--- src/rtl/clock_period_meter.sv ---
// Recovers the max value of a clock divider by timing the half-period of its output
// (sig_i) in clk_i cycles; reports lock when consecutive measurements agree.
module clock_period_meter #(
   parameter int BW = 8
) (
   input  logic          clk_i,
   input  logic          rst_i,
   input  logic          en_i,
   input  logic          sig_i,
   output logic [BW-1:0] max_val_o,
   output logic          valid_o,
   output logic          locked_o,
   output logic          timeout_o
);

   localparam logic [1:0]    ST_IDLE    = 2'd0;
   localparam logic [1:0]    ST_ARM     = 2'd1;
   localparam logic [1:0]    ST_MEASURE = 2'd2;
   localparam logic [BW:0]   CNT_ZERO   = '0;
   localparam logic [BW:0]   CNT_ONE    = {{BW{1'b0}}, 1'b1};
   localparam logic [BW:0]   CNT_MAX    = {1'b1, {BW{1'b0}}};
   localparam logic [BW-1:0] ONE_BW     = {{(BW-1){1'b0}}, 1'b1};

   logic          s1_q, s1_d, s2_q, s2_d, s3_q, s3_d;
   logic [1:0]    state_q, state_d;
   logic [BW:0]   cnt_q, cnt_d;
   logic [BW:0]   prev_h_q, prev_h_d;
   logic          prev_vld_q, prev_vld_d;
   logic [BW-1:0] max_q, max_d;
   logic          valid_q, valid_d;
   logic          locked_q, locked_d;
   logic          timeout_q, timeout_d;
   logic          sig_edge;

   // Synchroniser free-runs in every state so leaving IDLE never sees a stale edge.
   assign sig_edge = s2_q ^ s3_q;

   always_comb begin
      s1_d       = sig_i;
      s2_d       = s1_q;
      s3_d       = s2_q;
      state_d    = state_q;
      cnt_d      = cnt_q;
      prev_h_d   = prev_h_q;
      prev_vld_d = prev_vld_q;
      max_d      = max_q;
      valid_d    = 1'b0;
      locked_d   = locked_q;
      timeout_d  = 1'b0;

      if (!en_i) begin
         state_d    = ST_IDLE;
         cnt_d      = CNT_ZERO;
         locked_d   = 1'b0;
         prev_vld_d = 1'b0;
      end else begin
         case (state_q)
            ST_IDLE: begin
               state_d = ST_ARM;
               cnt_d   = CNT_ZERO;
            end
            ST_ARM: begin
               if (sig_edge) begin
                  state_d = ST_MEASURE;
                  cnt_d   = CNT_ONE;
               end
            end
            ST_MEASURE: begin
               // An edge on the terminal count is still a legal H = 2^BW measurement.
               if (sig_edge) begin
                  cnt_d      = CNT_ONE;
                  max_d      = cnt_q[BW-1:0] - ONE_BW;
                  valid_d    = 1'b1;
                  locked_d   = prev_vld_q && (prev_h_q == cnt_q);
                  prev_h_d   = cnt_q;
                  prev_vld_d = 1'b1;
               end else if (cnt_q == CNT_MAX) begin
                  state_d    = ST_ARM;
                  cnt_d      = CNT_ZERO;
                  timeout_d  = 1'b1;
                  locked_d   = 1'b0;
                  prev_vld_d = 1'b0;
               end else begin
                  cnt_d = cnt_q + CNT_ONE;
               end
            end
            default: begin
               state_d = ST_IDLE;
               cnt_d   = CNT_ZERO;
            end
         endcase
      end
   end

   always_ff @(posedge clk_i) begin
      if (rst_i) begin
         s1_q       <= 1'b0;
         s2_q       <= 1'b0;
         s3_q       <= 1'b0;
         state_q    <= ST_IDLE;
         cnt_q      <= CNT_ZERO;
         prev_h_q   <= CNT_ZERO;
         prev_vld_q <= 1'b0;
         max_q      <= '0;
         valid_q    <= 1'b0;
         locked_q   <= 1'b0;
         timeout_q  <= 1'b0;
      end else begin
         s1_q       <= s1_d;
         s2_q       <= s2_d;
         s3_q       <= s3_d;
         state_q    <= state_d;
         cnt_q      <= cnt_d;
         prev_h_q   <= prev_h_d;
         prev_vld_q <= prev_vld_d;
         max_q      <= max_d;
         valid_q    <= valid_d;
         locked_q   <= locked_d;
         timeout_q  <= timeout_d;
      end
   end

   assign max_val_o = max_q;
   assign valid_o   = valid_q;
   assign locked_o  = locked_q;
   assign timeout_o = timeout_q;

endmodule

--- config.mk ---
export PLATFORM = sky130hd
export DESIGN_NAME = clock_period_meter
export DESIGN_NICKNAME = d
export VERILOG_FILES = /design/src/rtl/clock_period_meter.sv
export SDC_FILE = /design/constraint.sdc
export NUM_CORES = 1
export LEC_CHECK = 0
export BUFFER_PORTS_ARGS = -buffer_cell sky130_fd_sc_hd__buf_4
export CAP_MARGIN = 10
export CORE_AREA = 2 2 46 80
export DETAILED_ROUTE_END_ITERATION = 6
export DIE_AREA = 0 0 48 82
export PLACE_DENSITY = 0.76
export SLEW_MARGIN = 40
export SYNTH_ARGS = -nofsm -noshare
export SYNTH_HDL_FRONTEND = slang
export SYNTH_SLANG_ARGS = --single-unit
--- constraint.sdc ---
create_clock -name clk_i -period 2.3 [get_ports clk_i]
set_input_delay 0.46 -clock clk_i [delete_from_list [all_inputs] [get_ports clk_i]]
set_output_delay 0.46 -clock clk_i [all_outputs]
set_load 0.03 [all_outputs]
==> metrics.cfg <==
[status]
status=complete, no violations

[yosys]
synth-seq-cells=35
synth-xor-area-share_pct=8.11
synth_simple_gate_area_share_pct=25.2
post_syn_area_per_cell_um2=8.51
synth_seq_area_share_pct=38.5
synth-adder-area-share_pct=5.50
synth-edff-count=0
mappedNetlistArea_um2=1820
synth_top_family_by_area=simple AND/OR/NAND/NOR gates
share_of_flip_flops_with_an_asynchronous_set_or_reset_pct=0
cell_count_after_synthesis=214
synthesized_area_fraction_occupied_by_ao_oa_aoi_and_oai_cells_pct=15.1
synthMuxAreaShare_pct=2.27
synth-main-ff-cell=sky130_fd_sc_hd__dfxtp_1
synthesis.nets=226
yosysUniqueCellTypes=44
count_of_synthesis_stage_warnings_from_yosys=0

[cells_and_area]
layout-drive-gt1-share_pct=16.6
n_fill_cell=309
area_growth_syn_to_layout_pct=12.9
layout.cells.non_filler=274
mostFrequentLayoutCell=sky130_fd_sc_hd__nand2_1
final_nets=240
antenna_cells=0
most-common-layout-cells=37 x sky130_fd_sc_hd__nand2_1, 35 x sky130_fd_sc_hd__dfxtp_1, 22 x sky130_fd_sc_hd__buf_4

[worst_setup_path]
setup.reg_to_reg.worst_slack_ps=230
timing.critical_path.fanout_max=10
critical_path_class=reg -> reg
setup.worst_path.end_class=flop
worst_setup_path_start_kind=flop
timing.rr.end=cnt_q[5]
critical_path_required_ps=2500
rr_worst_depth=6
worst-endpoint-arrival_ps=2270
regToRegStartpoint=cnt_q[1]

[global_routing]
gr-total-overflow=0
global_route_wire_length_before_repair_um=6210
vias_in_the_first_global_route=1404
overall_global_routing_resource_usage_pct=22.2
largest_net_degree_at_the_start_of_global_routing=24
initial_antenna_violation_count=0

[die]
ios=15
initial_core_util_pct=54.7
fp.dieArea_um2=3940
core_area_um2=3330
floorplan.die.width_um=48
chipHeight_um=82
core.rowCount=28

[pwr]
switching_power_mw=0.265
power.internal_mw=0.847
pwr_density_cell_nw_per_um2=541
post-layout-total-power_mw=1.11
power.static_leakage_nw=0.771
combinationalPowerShare_pct=5.8
p_sw_share_pct=23.8
vdd_drop_max_mv=0.403
share_clk_of_total_power_pct=38.8
power.share.sequential_pct=55.4

[clock_network]
clock_tree_from_tritoncts=yes
number_of_buffers_inserted_during_clock_tree_synthesis=5
cts_buffer_depth=2
cts_post_setup_buffers_inserted=0
cts.clk_slew.worst_paths_ps=70
library_cell_used_as_clock_root_buffer=sky130_fd_sc_hd__clkbuf_8
ctsResizeCount=0
clkSinkCount=35
ctsHtreeMaxLevel=2
source_to_sink_clock_delay_at_the_later_pin_of_the_worst_skew_pair_ps=290
holdBufCountCts=0

[placement]
place_congestion=0.841
hpwl_um=2910
io_buffers=14
place_ws_ps=245
post-place-cells=266

[run]
timing.max_cap.violations=0

[sta]
postLayoutSetupSlackWorst_ps=227
tns_ps=0
clock-skew-final_ps=10.4
finalCritPeriodShare_pct=90.1
final.hold.worst_slack_ps=382
timing.slew.headroom_pct=60.8
hold_viol=0
final_max_slew_viol_count=0
tightest_slew_ps=583
rsz0062_at_grt=no
final.min_clock_period_ps=2070
top_achievable_clock_speed_mhz=482
setup_violations=0

[hold_path]
worstHoldEndpoint=s1_q
hp-start=sig_i
hold_path_class=in -> reg
min_delay_path_depth=2

[drt]
post_drt_via_cell_ratio=5.45
drt_wl_total_um=3890
drt_first_iter_violations=19
drtPass1Iterations=4
ant_nets=0
wl_per_cell_um=14.2
detail_route.drc_violations=0
vias=1492

==> worst max-delay path by stage <==
stage,slack (ps),startpoint,end,cells after the start
after floorplan,440,cnt_q[0],cnt_q[5],7
after global placement,340,cnt_q[1],cnt_q[5],6
after detailed placement,250,cnt_q[1],cnt_q[5],6
after CTS,230,cnt_q[1],cnt_q[5],6
after global routing,80,cnt_q[1],cnt_q[5],6
final,230,cnt_q[1],cnt_q[5],6
==> critical path, cell delays in order (launching register included) <==
cell	delay, ps
sky130_fd_sc_hd__dfxtp_1	510
sky130_fd_sc_hd__inv_1	120
sky130_fd_sc_hd__ha_1	210
sky130_fd_sc_hd__nor4bb_4	170
sky130_fd_sc_hd__a211oi_2	420
sky130_fd_sc_hd__or4b_1	470
sky130_fd_sc_hd__o31ai_1	80
==> cells by family after synthesis <==
| family | after synthesis |
|---|---|
| DFF | 35 |
| and+or+nand+nor | 87 |
| buffers and inverters | 22 |
| adders and majority gates | 8 |
| xor gates and xnor gates | 16 |
| AOI/OAI and AO/OA | 42 |
| muxes | 4 |
==> power by group through the flow <==
stage               Combinational (mW)  Sequential, mW  Clock (mW)
CTS                             0.0644           0.616       0.452
global placement                0.0629           0.629           0
global route                    0.0711           0.616       0.458
finish                          0.0644           0.616       0.431
floorplan                       0.0420           0.630           0
detailed placement              0.0641           0.630           0
==> registers in the layout (all words and copies together) (netlist names) <==
register    count
cnt_q           9
prev_vld_q      1
s2_q            1
max_val_o       8
locked_o        1
s1_q            1
state_q         2
timeout_o       1
s3_q            1
prev_h_q        9
valid_o         1
==> cell type report <==
| class | count | area (um^2) | share of cell area, % |
|---|---|---|---|
| Tap cell | 45 | 56.3 | 2.74 |
| Multi-Input combinational cell | 157 | 1020 | 49.7 |
| Inverter | 7 | 26.3 | 1.28 |
| Clock buffer | 6 | 72.6 | 3.53 |
| Clock inverter | 2 | 12.5 | 0.609 |
| Sequential cell | 35 | 701 | 34.1 |
| Timing Repair Buffer | 22 | 165 | 8.03 |
==> Yosys cell counts (3+ instances only) <==
library cell | count | area share [%]
sky130_fd_sc_hd__nand2_1 | 37 | 7.6
sky130_fd_sc_hd__dfxtp_1 | 35 | 38
sky130_fd_sc_hd__a21oi_1 | 18 | 4.9
sky130_fd_sc_hd__nor2_1 | 14 | 2.9
sky130_fd_sc_hd__xnor2_1 | 13 | 6.3
sky130_fd_sc_hd__buf_2 | 9 | 2.5
sky130_fd_sc_hd__ha_1 | 8 | 5.5
sky130_fd_sc_hd__a211oi_1 | 7 | 2.9
sky130_fd_sc_hd__inv_1 | 7 | 1.4
sky130_fd_sc_hd__nand3_1 | 7 | 1.9
sky130_fd_sc_hd__nand4_1 | 4 | 1.4
sky130_fd_sc_hd__o21ai_0 | 4 | 1.1
sky130_fd_sc_hd__a31oi_1 | 3 | 1.0
sky130_fd_sc_hd__and2_1 | 3 | 1.0
sky130_fd_sc_hd__clkbuf_1 | 3 | 0.62
sky130_fd_sc_hd__mux2i_1 | 3 | 1.6
sky130_fd_sc_hd__nand3b_1 | 3 | 1.2
sky130_fd_sc_hd__nor2b_1 | 3 | 1.0
==> stage by stage <==
stage / utilization, % / area [um^2]
floorplan: - / 1820
global placement: 59.2 / 1970
detailed placement: 59.2 / 1970
CTS: 61.8 / 2060
global route: 61.8 / 2060
finish: 61.8 / 2060
==> layer usage <==
layer	routed length, um	part of all wire, %	GRT usage, %	vias to the layer above
li1	-	-	-	767
met1	1590	41	23.8	695
met2	2060	53	37.9	17
met3	102	2.6	5.27	13
met4	129	3.3	11.4	0
met5	0	0	0	-
(Power assumes the default switching activity.)
